## config.mk

```make
export PLATFORM = sky130hd
export DESIGN_NAME = pattern_matcher_param
export DESIGN_NICKNAME = d
export VERILOG_FILES = /design/src/rtl/pattern_matcher_param.sv
export SDC_FILE = /design/constraint.sdc
export NUM_CORES = 1
export LEC_CHECK = 0
export ABC_AREA = 0
export ABC_CLOCK_PERIOD_IN_PS = 5800
export BUFFER_PORTS_ARGS = -buffer_cell sky130_fd_sc_hd__buf_2
export CAP_MARGIN = 20
export CORE_MARGIN = 2
export CORE_UTILIZATION = 35
export DETAILED_ROUTE_END_ITERATION = 8
export HOLD_SLACK_MARGIN = 0.08
export REMOVE_ABC_BUFFERS = 1
export SYNTH_ARGS = -nofsm -noshare
export SYNTH_HDL_FRONTEND = slang
export SYNTH_SLANG_ARGS = --single-unit
```

## constraint.sdc

```tcl
create_clock -name clk -period 5.8 [get_ports clk]
set_clock_uncertainty 0.05 [all_clocks]
set_input_delay 0.87 -clock clk [delete_from_list [all_inputs] [get_ports clk]]
set_output_delay 0.87 -clock clk [all_outputs]
set_load 0.05 [all_outputs]
```

## src/rtl/pattern_matcher_param.sv

```systemverilog
// ---------------------------------------------------------------------------
// pattern_matcher_param
//
// Serial pattern detector with a run-time loadable pattern, a don't-care mask
// and an overlap mode. Valid-qualified input bits shift into a PAT_W-bit
// history (newest bit at the LSB). A registered one-cycle pulse on `found`
// flags each match, and a saturating counter records how many matches there
// have been.
//
// Parameters
//   PAT_W        pattern/history width in bits (>= 2)
//   CNT_W        match counter width in bits (>= 1)
//   DEF_PATTERN  pattern loaded by reset
//
// Ports
//   clk          clock, all logic on posedge
//   rst          synchronous active-high reset, overrides everything else
//   bit_valid    bit_stream is sampled this cycle
//   bit_stream   serial data bit
//   cfg_load     load cfg_* this cycle (clears history and statistics)
//   cfg_pattern  new pattern, bit PAT_W-1 is the oldest bit
//   cfg_mask     1 = compare this position, 0 = don't care
//   cfg_overlap  1 = successive matches may share bits
//   found        one-cycle match pulse, one cycle after the completing bit
//   match_count  saturating number of matches
//   count_sat    sticky, set once match_count reaches all-ones
// ---------------------------------------------------------------------------
module pattern_matcher_param #(
  parameter int unsigned        PAT_W       = 4,
  parameter int unsigned        CNT_W       = 8,
  parameter logic [PAT_W-1:0]   DEF_PATTERN = 4'b1101
) (
  input  logic             clk,
  input  logic             rst,
  input  logic             bit_valid,
  input  logic             bit_stream,
  input  logic             cfg_load,
  input  logic [PAT_W-1:0] cfg_pattern,
  input  logic [PAT_W-1:0] cfg_mask,
  input  logic             cfg_overlap,
  output logic             found,
  output logic [CNT_W-1:0] match_count,
  output logic             count_sat
);

  // Fill must be able to hold the value PAT_W itself.
  localparam int unsigned    FillW   = $clog2(PAT_W + 1);
  localparam logic [FillW-1:0] FillFull = FillW'(PAT_W);
  localparam logic [CNT_W-1:0] CntMax   = {CNT_W{1'b1}};

  logic [PAT_W-1:0] hist_q,    hist_d;
  logic [FillW-1:0] fill_q,    fill_d;
  logic [PAT_W-1:0] pattern_q, pattern_d;
  logic [PAT_W-1:0] mask_q,    mask_d;
  logic             overlap_q, overlap_d;
  logic             found_q,   found_d;
  logic [CNT_W-1:0] count_q,   count_d;
  logic             sat_q,     sat_d;

  // Candidate values for an accepted bit.
  logic [PAT_W-1:0] hist_shift;
  logic [FillW-1:0] fill_inc;
  logic             armed_next;
  logic             hit;

  always_comb begin
    hist_shift = {hist_q[PAT_W-2:0], bit_stream};
    // Fill saturates at PAT_W; reaching it means the history is fully valid.
    fill_inc   = (fill_q == FillFull) ? FillFull : fill_q + 1'b1;
    armed_next = (fill_inc == FillFull);
    hit        = armed_next && (((hist_shift ^ pattern_q) & mask_q) == '0);
  end

  always_comb begin
    hist_d    = hist_q;
    fill_d    = fill_q;
    pattern_d = pattern_q;
    mask_d    = mask_q;
    overlap_d = overlap_q;
    found_d   = 1'b0;
    count_d   = count_q;
    sat_d     = sat_q;

    if (cfg_load) begin
      // New configuration starts from a clean slate; a bit offered in the
      // same cycle is dropped.
      pattern_d = cfg_pattern;
      mask_d    = cfg_mask;
      overlap_d = cfg_overlap;
      hist_d    = '0;
      fill_d    = '0;
      count_d   = '0;
      sat_d     = 1'b0;
    end else if (bit_valid) begin
      hist_d  = hist_shift;
      // Non-overlap mode returns to FILLING so the next match needs PAT_W
      // fresh bits; the history itself keeps shifting.
      fill_d  = (hit && !overlap_q) ? '0 : fill_inc;
      found_d = hit;
      if (hit && (count_q != CntMax)) begin
        count_d = count_q + 1'b1;
      end
      if (hit && (count_d == CntMax)) begin
        sat_d = 1'b1;
      end
    end
  end

  always_ff @(posedge clk) begin
    if (rst) begin
      hist_q    <= '0;
      fill_q    <= '0;
      pattern_q <= DEF_PATTERN;
      mask_q    <= '1;
      overlap_q <= 1'b1;
      found_q   <= 1'b0;
      count_q   <= '0;
      sat_q     <= 1'b0;
    end else begin
      hist_q    <= hist_d;
      fill_q    <= fill_d;
      pattern_q <= pattern_d;
      mask_q    <= mask_d;
      overlap_q <= overlap_d;
      found_q   <= found_d;
      count_q   <= count_d;
      sat_q     <= sat_d;
    end
  end

  assign found       = found_q;
  assign match_count = count_q;
  assign count_sat   = sat_q;

endmodule

```

# ---- After elaboration in Yosys (flattened, before gate mapping)
# Cells that the tools add are included.
dict set report op_classes {
  addsub 2
  n_eq_ne 4
  mux 5
  bitwise_logic 3
  n_reduce_logical 9
}
# operator n
set op_table {}
lappend op_table {{$mux W8} 3}
lappend op_table {{$add A8 B1 Y8 const B} 1}
lappend op_table {{$eq A8 B8 Y1 const B} 1}
lappend op_table {{$ne A8 B8 Y1 const B} 1}
lappend op_table {{$eq A3 B3 Y1 const B} 2}
lappend op_table {{$mux W3} 2}
lappend op_table {{$and A4 B4 Y4} 1}
lappend op_table {{$logic_and A1 B1 Y1} 4}
lappend op_table {{$logic_not A4 Y1} 1}
lappend op_table {{$xor A4 B4 Y4} 1}
lappend op_table {{$add A3 B1 Y3 const B} 1}
lappend op_table {{$reduce_or A3 Y1} 1}
lappend op_table {{$reduce_and A2 Y1} 1}
lappend op_table {{$reduce_or A2 Y1} 1}
lappend op_table {{$logic_not A1 Y1} 1}
lappend op_table {{$not A1 Y1} 1}
dict set report word_totals {
  regBits 25
}

# ---- Depth between registers and ports, before layout
# Gate-level depths: netlist of run 1.
dict set report logic_depth {
  word_depth 11
  ltp_mapped 8
  depth_no_buf 8
}

# ---- Worst setup path before layout of run 1
# OpenSTA, ideal clock, no wires.
dict set report synth_path {
  path_kind {register to register}
  from {reg count_q[0], in the netlist match_count[0]}
  to {reg sat_q, in the netlist count_sat}
  arrival_time_ns 2.321
  required_ns 5.692
  slack_ns 3.371
  path_stages_with_launch 9
  path_buffers 1
  synth_period_minus_slack_ns 2.429
  cell_sequence {dfxtp_1 ha_1 nand3_1 or3_1 buf_2 mux2_2 nand2_1 o41ai_2 o211a_1}
}
dict set report synth_via {
  elab_chain_cells 8
  elab_cells_between_ends 9
  cone_classes {1 x add/sub; 2 x eq/ne; 3 x mux; 3 x reduce/logical}
}
# element line
set synth_lines {}
lappend synth_lines {{from (decl)} 57} ;# logic [CNT_W-1:0] count_q, count_d;
lappend synth_lines {{from (signal assigned)} 126} ;# count_q <= count_d;
lappend synth_lines {{parallel branches: the longest is 2 deep, another holds $add A8 B1 Y8} -}
lappend synth_lines {{$mux W8 (*)} 100} ;# if (hit && (count_q != CntMax)) begin
lappend synth_lines {{$mux W8 (*)} 94} ;# end else if (bit_valid) begin
lappend synth_lines {{$mux W8 (*)} 84} ;# if (cfg_load) begin
lappend synth_lines {{$eq A8 B8 Y1 (*)} 103} ;# if (hit && (count_d == CntMax)) begin
lappend synth_lines {{$logic_and A1 B1 Y1 (*)} 103}
lappend synth_lines {{$reduce_and A2 Y1 (no source line) (*)} -}
lappend synth_lines {{to (signal assigned)} 127} ;# sat_q <= sat_d;
lappend synth_lines {{to (decl)} 58} ;# logic sat_q, sat_d;
# Mark *: on every way between the ends. The select of a mux whose other input is x is not followed.
# A chain may end at the register's enable or synchronous reset.

# ---- Worst setup path after layout of run 1
dict set report layout_path {
  from {reg fill_q[0]}
  to {reg sat_q, in the netlist count_sat}
}
dict set report layout_via {
  elab_chain_cells 11
  elab_cells_between_ends 12
  cone_classes {1 x add/sub; 3 x eq/ne; 4 x mux; 4 x reduce/logical}
}
# element line
set layout_lines {}
lappend layout_lines {{from (decl)} 52} ;# logic [FillW-1:0] fill_q, fill_d;
lappend layout_lines {{from (signal assigned)} 121} ;# fill_q <= fill_d;
lappend layout_lines {{$add A3 B1 Y3 or $eq A3 B3 Y1 (tied branches)} 69} ;# fill_inc = (fill_q == FillFull) ? FillFull : fill_q + 1'b1;
lappend layout_lines {{$mux W3 (*)} 69}
lappend layout_lines {{$eq A3 B3 Y1 (*)} 70} ;# armed_next = (fill_inc == FillFull);
lappend layout_lines {{$logic_and A1 B1 Y1 (*)} 71} ;# hit = armed_next && (((hist_shift ^ pattern_q) & mask_q) == '0);
lappend layout_lines {{$logic_and A1 B1 Y1} 100}
lappend layout_lines {{$mux W8} 100}
lappend layout_lines {{$mux W8} 94}
lappend layout_lines {{$mux W8} 84}
lappend layout_lines {{$eq A8 B8 Y1} 103}
lappend layout_lines {{$logic_and A1 B1 Y1 (*)} 103}
lappend layout_lines {{$reduce_and A2 Y1 (no source line) (*)} -}
# Mark *: on every way between the ends. The rest lies on a longest branch, timed or not. The select of a mux whose other input is x is not followed.

==> out/qor.yml, run 1 <==
outcome:
  status: "finished clean"
grt:
  track_usage_pct: 13.3
  antenna_found_initial: 0
  grt_pass1_wl_um: 4420
  grt-ovfl-total: 0
  grt_pass1_vias: 1016
  grt_max_degree: 20
critical_path:
  reg2regPathDepth: 8
  r2r-end: "count_sat"
  rrSetupSlack_ps: 3370
  endpoint_kind: "flop"
  cp_data_arrival_time_ps: 2600
  cpMaxStageDelayCell: "nor3b_1"
  start_kind: "flop"
  critPathRequiredTime_ps: 5970
  worstSetupStartpoint: "fill_q[0]"
  crit_chain: "inv_1, ha_1, and4bb_2, nor3b_1, nor4b_2, mux2i_1, o41ai_2, o211a_1"
  cp_max_fo: 6
  criticalPathCategory: "flop to flop"
  worst_path_largest_cell_delay_ps: 470
  r2r_start: "fill_q[0]"
timing:
  rsz0062_at_grt: "false"
  setup_viol: 0
  max_freq_ghz: 0.411
  max_slew_margin_pct: 62.7
  hold_viol: 0
  worst_slew_pin_slew_ps: 558
  slew_violations: 0
  period_minus_slack_ps: 2430
  fin_crit_sh_pct: 41.9
  finalSetupTns_ps: 0
pwr:
  power_uw: 313
  vdd_drop_max_uv: 100
  powerDensity_mw_per_mm2: 209
  power.leakage_nw: 0.627
detailed_routing:
  antenna_left: 0
  drc: 0
  vias_per_cell: 5.23
  wl_per_cell_um: 12.6
  first_iter_violations: 44
  drt_wl_total_um: 2650
  vias: 1099
  first_pass_iters: 4
floorplan:
  die_x_um: 65.1
  start_util_pct: 35.9
  io-pin-count: 24
  coreArea_mm2: 0.00363
  die_h_um: 65.1
  num_rows: 22
  die_area_mm2: 0.00423
synthesis:
  synth-edff-count: 0
  yosysTopAreaCellShare_pct: 38.4
  ys_top_cells_by_count: "dfxtp_1 (25), nor2_1 (12), mux2i_1 (9), nand2_1 (9)"
  synth_flop_cell: "dfxtp_1"
  syn_area_mm2: 0.00131
  synth_area_per_cell_um2: 9.13
  ys_ff_latch: 25
  async_reset_ff_share_pct: 0
  yosysTopAreaCell: "dfxtp_1"
  synth.most_common_cell: "dfxtp_1"
  synth.distinct_cells: 40
  synth_area_leaders: "dfxtp_1 (38%), mux2i_1 (6.9%), a211o_1 (5.4%), xor2_1 (4.7%), nor2b_1 (3.8%)"
  ys_warn_count: 0
  synth_cells: 143
  seq_area_frac_synth_pct: 38.4
clock_network:
  cts.sinks: 25
  cts_tree: "done"
  clk_latency_ps: 270
  cts-htree-levels: 1
  cts_root_buffer: "clkbuf_8"
  hold_buffers: 0
  cts_resized: 0
  numCtsBuffers: 3
  clk_pin_slew_ps: 80
  postCtsSetupBuffers: 0
  clockBufferDepth: 2
placement:
  port_buffers: 23
  placed_cell_area_mm2: 0.00145
  routabilityCongestion: 0.893
  dp_hpwl_um: 1980
  dp.cells: 206
layout:
  layoutNonFillerInstCount: 210
  final_nets: 180
  stdcell_area_mm2: 0.00149
  diodes: 0
  synthToLayoutAreaGrowth_pct: 14.5
  drive_gt1_share_pct: 21.6
worst_hold_path:
  hp-start: "fill_q[1]"
  hold_depth: 2
  holdPathEnd: "fill_q[1]"
  worstHoldPathType: "flop to flop"
run:
  drv_cap: 0
through the flow:
step	hold slack [ps]	setup WS (ps)	util, %
after floorplan	412	3370	-
after global placement	426	3220	39.8
after detailed placement	473	3170	39.8
after CTS	487	3360	41.1
after global routing	509	3250	41.1
final	473	3370	41.1
cells by family (layout without fill, tap and decap cells):
family          after synthesis  count (layout)  share of synthesized area, %
simple gates                 58              58                          25.7
compound gates               27              27                          16.7
buf+inv                      13              32                          3.93
xor+xnor                      7               7                          4.70
fa+ha+maj                     3               3                          2.88
mux                          10              10                          7.77
flops                        25              25                          38.4
worst max-delay path, delay by kind of cell (launching register included):
family	cells	cell delay (ps)
adder cells (fa/ha/maj)	1	320
AND/OR/NAND/NOR	3	850
buffers and inverters	1	70
multiplexers	1	180
flip-flops	1	410
AO/OA/AOI/OAI	2	500
flip-flops by register name, summed over array words and instances (netlist names):
name	flops
match_count	8
mask_q	4
pattern_q	4
fill_q	3
hist_q	3
count_sat	1
found	1
overlap_q	1
metal layers:
metal	GRT usage, %	vias to the layer above	wire length, µm
met5	0	-	0
met4	5.99	0	57
met3	2.95	7	147
met2	23.6	29	1210
met1	15.1	507	1230
li1	-	556	-
power by group:
| part | total [mW] | switching [mW] | internal [mW] |
|---|---|---|---|
| clock network | 0.104 | 0.0563 | 0.0481 |
| logic | 0.0285 | 0.0146 | 0.0138 |
| registers | 0.180 | 0.00325 | 0.177 |
| total | 0.313 | 0.0742 | 0.239 |
placed cells by master, fill, tap and decap left out, types with 2 or more instances in the layout:
| cell | n |
|---|---|
| xor2_1 | 7 |
| nor3_1 | 2 |
| nor2_1 | 12 |
| a21oi_1 | 6 |
| inv_1 | 5 |
| ha_1 | 3 |
| clkbuf_8 | 3 |
| o211a_1 | 2 |
| dfxtp_1 | 25 |
| nand3_1 | 8 |
| nand4_1 | 2 |
| mux2i_1 | 9 |
| nor2b_1 | 8 |
| nand2_1 | 9 |
| o21ai_0 | 3 |
| nand2b_1 | 2 |
| or3_1 | 4 |
| buf_2 | 23 |
| a211o_1 | 8 |
worst max path at each step:
| stage | endpoint | slack (ps) | cells past startpoint |
|---|---|---|---|
| after floorplan | count_sat | 3370 | 7 |
| after global placement | count_sat | 3220 | 7 |
| after detailed placement | match_count[5] | 3170 | 7 |
| after CTS | count_sat | 3360 | 8 |
| after global routing | count_sat | 3250 | 8 |
| final | count_sat | 3370 | 8 |
area by class of cell:
cell class / instances / area [µm²]
repair buffers: 23 / 115
fillers: 376 / 2140
inverters: 5 / 18.8
clock inverters: 1 / 5.00
well taps: 48 / 60.1
multi-input cells: 105 / 753
clock buffers: 3 / 41.3
flip-flops and latches: 25 / 500
No activity file was read; power rests on OpenSTA's default activity.
==> run 2, diff against run 1 <==
--- a/config.mk
+++ b/config.mk
@@ -6,7 +6,7 @@
 export NUM_CORES = 1
 export LEC_CHECK = 0
 export ABC_AREA = 0
-export ABC_CLOCK_PERIOD_IN_PS = 5800
+export ABC_CLOCK_PERIOD_IN_PS = 2000
 export BUFFER_PORTS_ARGS = -buffer_cell sky130_fd_sc_hd__buf_2
 export CAP_MARGIN = 20
 export CORE_MARGIN = 2
==> constraint.sdc (replaced) <==
create_clock -name clk -period 2 [get_ports clk]
set_clock_uncertainty 0.05 [all_clocks]
set_input_delay 0.3 -clock clk [delete_from_list [all_inputs] [get_ports clk]]
set_output_delay 0.3 -clock clk [all_outputs]
set_load 0.05 [all_outputs]
==> run 2 against run 1 <==
Clock-buffer cell count stayed put. Global-route usage increased by 1.4 points. Die area unchanged. The flow now finishes with violations (setup timing). Worst hold slack got worse by 290 ps. Via count grew 7.5%. Highest routed layer unchanged. Critical path type unchanged. Register-to-register slack worse by 3400 ps. Critical path depth is 2 higher.
==> out/qor.yml, run 2 (synthesis gave the netlist of run 1 again) <==
outcome:
  status: "finished, violations left"
  violations: "setup timing"
floorplan:
  start_util_pct: 35.9  # unchanged
  io-pin-count: 24  # unchanged
  die_x_um: 65.1  # unchanged
  num_rows: 22  # unchanged
  die_h_um: 65.1  # unchanged
  die_area_mm2: 0.00423  # unchanged
  coreArea_mm2: 0.00363  # unchanged
critical_path:
  reg2regPathDepth: 10  # +2
  crit_cells: 10  # +2
  start_kind: "flop"
  cp_data_arrival_time_ps: 2250  # -350 ps
  cp_max_fo: 4  # -2
  worst_path_largest_cell_delay_ps: 350  # -120 ps
  cpMaxStageDelayCell: "dfxtp_2"
  criticalPathCategory: "flop to flop"
  endpoint_kind: "flop"
  crit_buf_inv: 3  # +2
  crit_chain: "inv_2, ha_4, and4bb_2, nor3b_4, nor3_4, buf_6, buf_4, o211a_1, o211ai_1, o211a_1"
  critPathRequiredTime_ps: 2170  # -3800 ps
  cp_top_family: "simple AND/OR/NAND/NOR gates"
  crit_top_cell: "o211a_1"
detailed_routing:
  drc: 0  # unchanged
  antenna_left: 0  # unchanged
  drt_wl_total_um: 3000  # +13%
  vias: 1181  # +7.5%
  wl_per_cell_um: 13.1  # +3.9%
  first_pass_iters: 4  # unchanged
  first_iter_violations: 32  # -27%
  vias_per_cell: 5.16  # -1.5%
clock_network:
  cts_root_buffer: "clkbuf_8"
  clk_latency_ps: 270  # about the same
  cts.sinks: 25  # unchanged
  clockBufferDepth: 2  # unchanged
  cts_tree: "done"
  clk_pin_slew_ps: 90  # about the same
  cts-htree-levels: 1  # unchanged
  numCtsBuffers: 3  # unchanged
grt:
  track_usage_pct: 14.7  # +1.4 points
  grt_pass1_wl_um: 4900  # +11%
  grt_max_degree: 20  # unchanged
  grt-ovfl-total: 0  # unchanged
  antenna_found_initial: 0  # unchanged
  grt_pass1_vias: 1091  # +7.4%
timing:
  setup_viol: 4  # +4
  rsz0062_at_grt: "true"
  hold_viol: 0  # unchanged
  worst_slew_pin_slew_ps: 474  # -83.9 ps
  fin_ws_ps: -72.7  # -3440 ps
  max_freq_ghz: 0.482  # +17%
  finalSetupTns_ps: -175  # -175 ps
  fin_crit_sh_pct: 104  # +62 points
  max_slew_margin_pct: 68.1  # +5.4 points
  slew_violations: 0  # unchanged
  period_minus_slack_ps: 2070  # -358 ps
placement:
  dp.cells: 222  # +7.8%
  port_buffers: 23  # unchanged
  routabilityCongestion: 0.857  # -4.0%
  dp_hpwl_um: 2200  # +11%
pwr:
  vdd_drop_max_uv: 418  # +320%
  power.leakage_nw: 0.731  # +17%
  powerDensity_mw_per_mm2: 533  # +150%
layout:
  final_nets: 199  # +11%
  layout_common_cells: "dfxtp_1 (23), buf_2 (23), buf_4 (15)"
  diodes: 0  # unchanged
  synthToLayoutAreaGrowth_pct: 33.0
  fillers: 369  # -1.9%
  layoutNonFillerInstCount: 229  # +9.0%
  drive_gt1_share_pct: 37.0  # +15 points
  largest_reg_flops: 8  # unchanged
run:
  drv_cap: 0  # unchanged
worst_hold_path:
  worstHoldPathType: "primary input to flop"
  hold_depth: 2  # unchanged
[run 2: final timing paths]
path,to,slack [ps],start
max reg2reg,count_sat,-70,fill_q[0]
min reg2reg,hist_q[2],480,hist_q[2]
max,count_sat,-70,fill_q[0]
min,pattern_q[0],180,cfg_pattern[0]
[run 2: stage by stage]
stage	cell area, µm²	power (mW)	util [%]	hold WS, ps	worst slack [ps]
global placement	1570	0.617	43.1	450	-177
detailed placement	1570	0.621	43.1	462	-229
finish	1740	0.925	47.8	178	-72.7
global route	1740	0.973	47.8	167	-165
CTS	1700	0.942	46.8	173	-80.9
floorplan	1270	0.581	-	322	-431
[run 2: routing by layer]
layer	routed length, µm	up-vias	share of wire, %	track usage, %
li1	-	586	-	-
met1	1340	561	44	18.7
met2	1520	32	51	26.4
met3	131	2	4.4	2.60
met4	16	0	0.53	2.34
met5	0	-	0	0
[run 2: what timing repair did]
action,4_1_cts,5_1_grt
hold buffers,0,0
setup endpoints to repair,10,10
buffers inserted,3,1
gates resized for setup,15,7
pin swaps,9,7
[run 2: final cells by class]
class / instances / area [µm²] / area share, %
multi-input combinational: 105 / 832 / 47.9
sequential: 25 / 503 / 29.0
timing repair buffer: 42 / 273 / 15.7
tap: 48 / 60.1 / 3.46
clock buffer: 3 / 41.3 / 2.38
inverter: 5 / 18.8 / 1.08
clock inverter: 1 / 7.51 / 0.433
[run 2: power breakdown]
part / leakage (nW) / total, mW / internal (mW) / switching [mW]
sequential: 0.205 / 0.521 / 0.512 / 0.00893
combinational: 0.505 / 0.0962 / 0.0474 / 0.0488
clock: 0.0217 / 0.308 / 0.141 / 0.166
==> run 3, diff against run 2 <==
--- a/config.mk
+++ b/config.mk
@@ -10,9 +10,10 @@
 export BUFFER_PORTS_ARGS = -buffer_cell sky130_fd_sc_hd__buf_2
 export CAP_MARGIN = 20
 export CORE_MARGIN = 2
-export CORE_UTILIZATION = 35
+export CORE_UTILIZATION = 49
 export DETAILED_ROUTE_END_ITERATION = 8
 export HOLD_SLACK_MARGIN = 0.08
+export PLACE_DENSITY = 0.74
 export REMOVE_ABC_BUFFERS = 1
 export SYNTH_ARGS = -nofsm -noshare
 export SYNTH_HDL_FRONTEND = slang
==> run 3 against run 2 <==
The run still ends with setup timing left. Clock-buffer cell count is 1 higher. First-iteration DRC count rose by 16%. Via count about the same. Setup slack lost 31 ps. Non-clock buffer count unchanged. Register-to-register slack worse by 30 ps. Combinational power about the same. Die area is 27% lower. Design area shrank 2.7%. Wire length rose by 4.8%. Critical endpoint unchanged.
==> out/qor.yml, run 3 (synthesis gave the netlist of run 1 again) <==
outcome:
  status: "finished, violations left"
  violations: "setup timing"
worst_hold_path:
  hp-start: "cfg_pattern[2]"
  hold_depth: 2  # unchanged
  worstHoldPathType: "primary input to flop"
  holdPathEnd: "pattern_q[2]"
placement:
  placed_cell_area_mm2: 0.00155  # -1.4%
  routabilityCongestion: 0.875  # +2.1%
  port_buffers: 23  # unchanged
  dp_hpwl_um: 2110  # -4.0%
  dp.cells: 204  # -8.1%
critical_path:
  critPathRequiredTime_ps: 2230  # +60 ps
  reg2regPathDepth: 8  # -2
  crit_chain: "inv_2, ha_4, nor4bb_4, nor3b_4, nor4b_2, mux2i_1, o41ai_2, o211a_1"
  r2r_start: "fill_q[0]"
  crit_buf_inv: 1  # -2
  worst_path_largest_cell_delay_ps: 360  # about the same
  start_kind: "flop"
  cp_top_family: "simple AND/OR/NAND/NOR gates"
  cp_max_fo: 3  # -1
  cpMaxStageDelayCell: "dfxtp_2"
  r2r-end: "count_sat"
  worstSetupStartpoint: "fill_q[0]"
  criticalPathCategory: "flop to flop"
  endpoint_kind: "flop"
  cp_data_arrival_time_ps: 2330  # +80 ps
  rrSetupSlack_ps: -100  # -30 ps
layout:
  final_nets: 199  # unchanged
  stdcell_area_mm2: 0.00169  # -2.7%
  layout_common_cells: "dfxtp_1 (23), buf_2 (23), buf_4 (17)"
  layoutNonFillerInstCount: 211  # -7.9%
  final_util_pct: 67.6  # +20 points
  diodes: 0  # unchanged
  drive_gt1_share_pct: 35.9  # -1.1 points
  synthToLayoutAreaGrowth_pct: 29.4
  largest_reg_flops: 8  # unchanged
detailed_routing:
  drt_wl_total_um: 3140  # +4.8%
  first_pass_iters: 4  # unchanged
  wl_per_cell_um: 14.9  # +14%
  first_iter_violations: 37  # +16%
  drc: 0  # unchanged
  vias: 1182  # +0.085%
  antenna_left: 0  # unchanged
  vias_per_cell: 5.60  # +8.6%
timing:
  fin_ws_ps: -103  # -30.7 ps
  max_slew_margin_pct: 67.2  # -0.97 points
  slew_violations: 0  # unchanged
  setup_viol: 4  # unchanged
  max_freq_ghz: 0.475  # -1.5%
  fin_crit_sh_pct: 105  # +1.5 points
  hold_viol: 0  # unchanged
  period_minus_slack_ps: 2100  # +30.7 ps
  worst_slew_pin_slew_ps: 491  # +16.3 ps
  rsz0062_at_grt: "true"
clock_network:
  cts.sinks: 25  # unchanged
  clk_latency_ps: 320  # +50 ps
  numCtsBuffers: 3  # unchanged
  clk_pin_slew_ps: 130  # +40 ps
  cts_root_buffer: "clkbuf_4"
  cts_tree: "done"
  cts-htree-levels: 1  # unchanged
  clockBufferDepth: 2  # unchanged
  hold_buffers: 0  # unchanged
pwr:
  vdd_drop_max_uv: 436  # +4.5%
  powerDensity_mw_per_mm2: 500  # -6.3%
  sw_frac_of_total_pct: 24.4  # +0.20 points
  p_clk_share_pct: 26.8  # -6.5 points
  power_uw: 844  # -8.8%
  power_frac_comb_pct: 11.4  # +1.0 points
  power.leakage_nw: 0.727  # -0.55%
  pwr-share-seq_pct: 61.8  # +5.4 points
  intPower_uw: 638  # -9.0%
  switchingPower_uw: 206  # -8.0%
grt:
  grt-ovfl-total: 0  # unchanged
  grt_max_degree: 19  # -5.0%
  track_usage_pct: 21.2  # +6.5 points
  antenna_found_initial: 0  # unchanged
  grt_pass1_vias: 1198  # +9.8%
  grt_pass1_wl_um: 5260  # +7.5%
floorplan:
  num_rows: 18  # -18%
  die_area_mm2: 0.00309  # -27%
  die_h_um: 55.6  # -15%
  start_util_pct: 52.2  # +16 points
  coreArea_mm2: 0.00250  # -31%
  die_x_um: 55.6  # -15%
  io-pin-count: 24  # unchanged
run:
  drv_cap: 0  # unchanged
[run 3: changes by cell type in the layout (fill, tap and decap cells not counted), moves of 2 or more]
cell / change
buf_4: +2
buf_6: -2
clkbuf_4: +3
clkbuf_8: -3
inv_1: +2
inv_2: -2
[run 3: power groups by stage]
stage	sequential, mW	combinational (mW)	clock, mW
after detailed placement	0.532	0.0873	0
after global routing	0.524	0.105	0.253
after global placement	0.532	0.0844	0
after floorplan	0.531	0.0496	0
final	0.521	0.0960	0.227
after CTS	0.522	0.0936	0.233
[run 3: timing repair]
| action | CTS | global route |
|---|---|---|
| pin swaps | 10 | 7 |
| resized for setup | 12 | 7 |
| setup endpoints to repair | 10 | 10 |
| setup buffers | 3 | 0 |
[run 3: how the worst max path moves through the flow]
stage                                end  slack [ps]  depth (start not counted)
after floorplan                count_sat        -430                          7
after global placement         count_sat        -160                          8
after detailed placement       count_sat        -270                          8
after CTS                 match_count[4]        -120                          9
after global routing           count_sat        -260                          8
final                          count_sat        -100                          8
[run 3: layout make-up]
type,instances,area (µm²)
Clock buffer,4,26.3
Tap cell,30,37.5
Inverter,5,18.8
Timing Repair Buffer,42,265
Multi-Input combinational cell,105,838
Fill cell,202,811
Sequential cell,25,503
[run 3: metal layers]
| layer | global-route usage [%] | up-vias | share of wire (%) |
|---|---|---|---|
| li1 | - | 588 | - |
| met5 | 0 | - | 0 |
| met3 | 3.26 | 6 | 4.1 |
| met4 | 8.01 | 0 | 1.5 |
| met2 | 37.8 | 32 | 51 |
| met1 | 25.5 | 556 | 44 |
[run 3: stage by stage]
stage          TNS, ps  setup slack, ps  hold WS [ps]
6_report          -372             -103           127
3_3_place_gp      -642             -159           452
3_5_place_dp     -1650             -271           460
2_1_floorplan    -1120             -431           322
5_1_grt          -1310             -258           116
4_1_cts           -463             -115           123
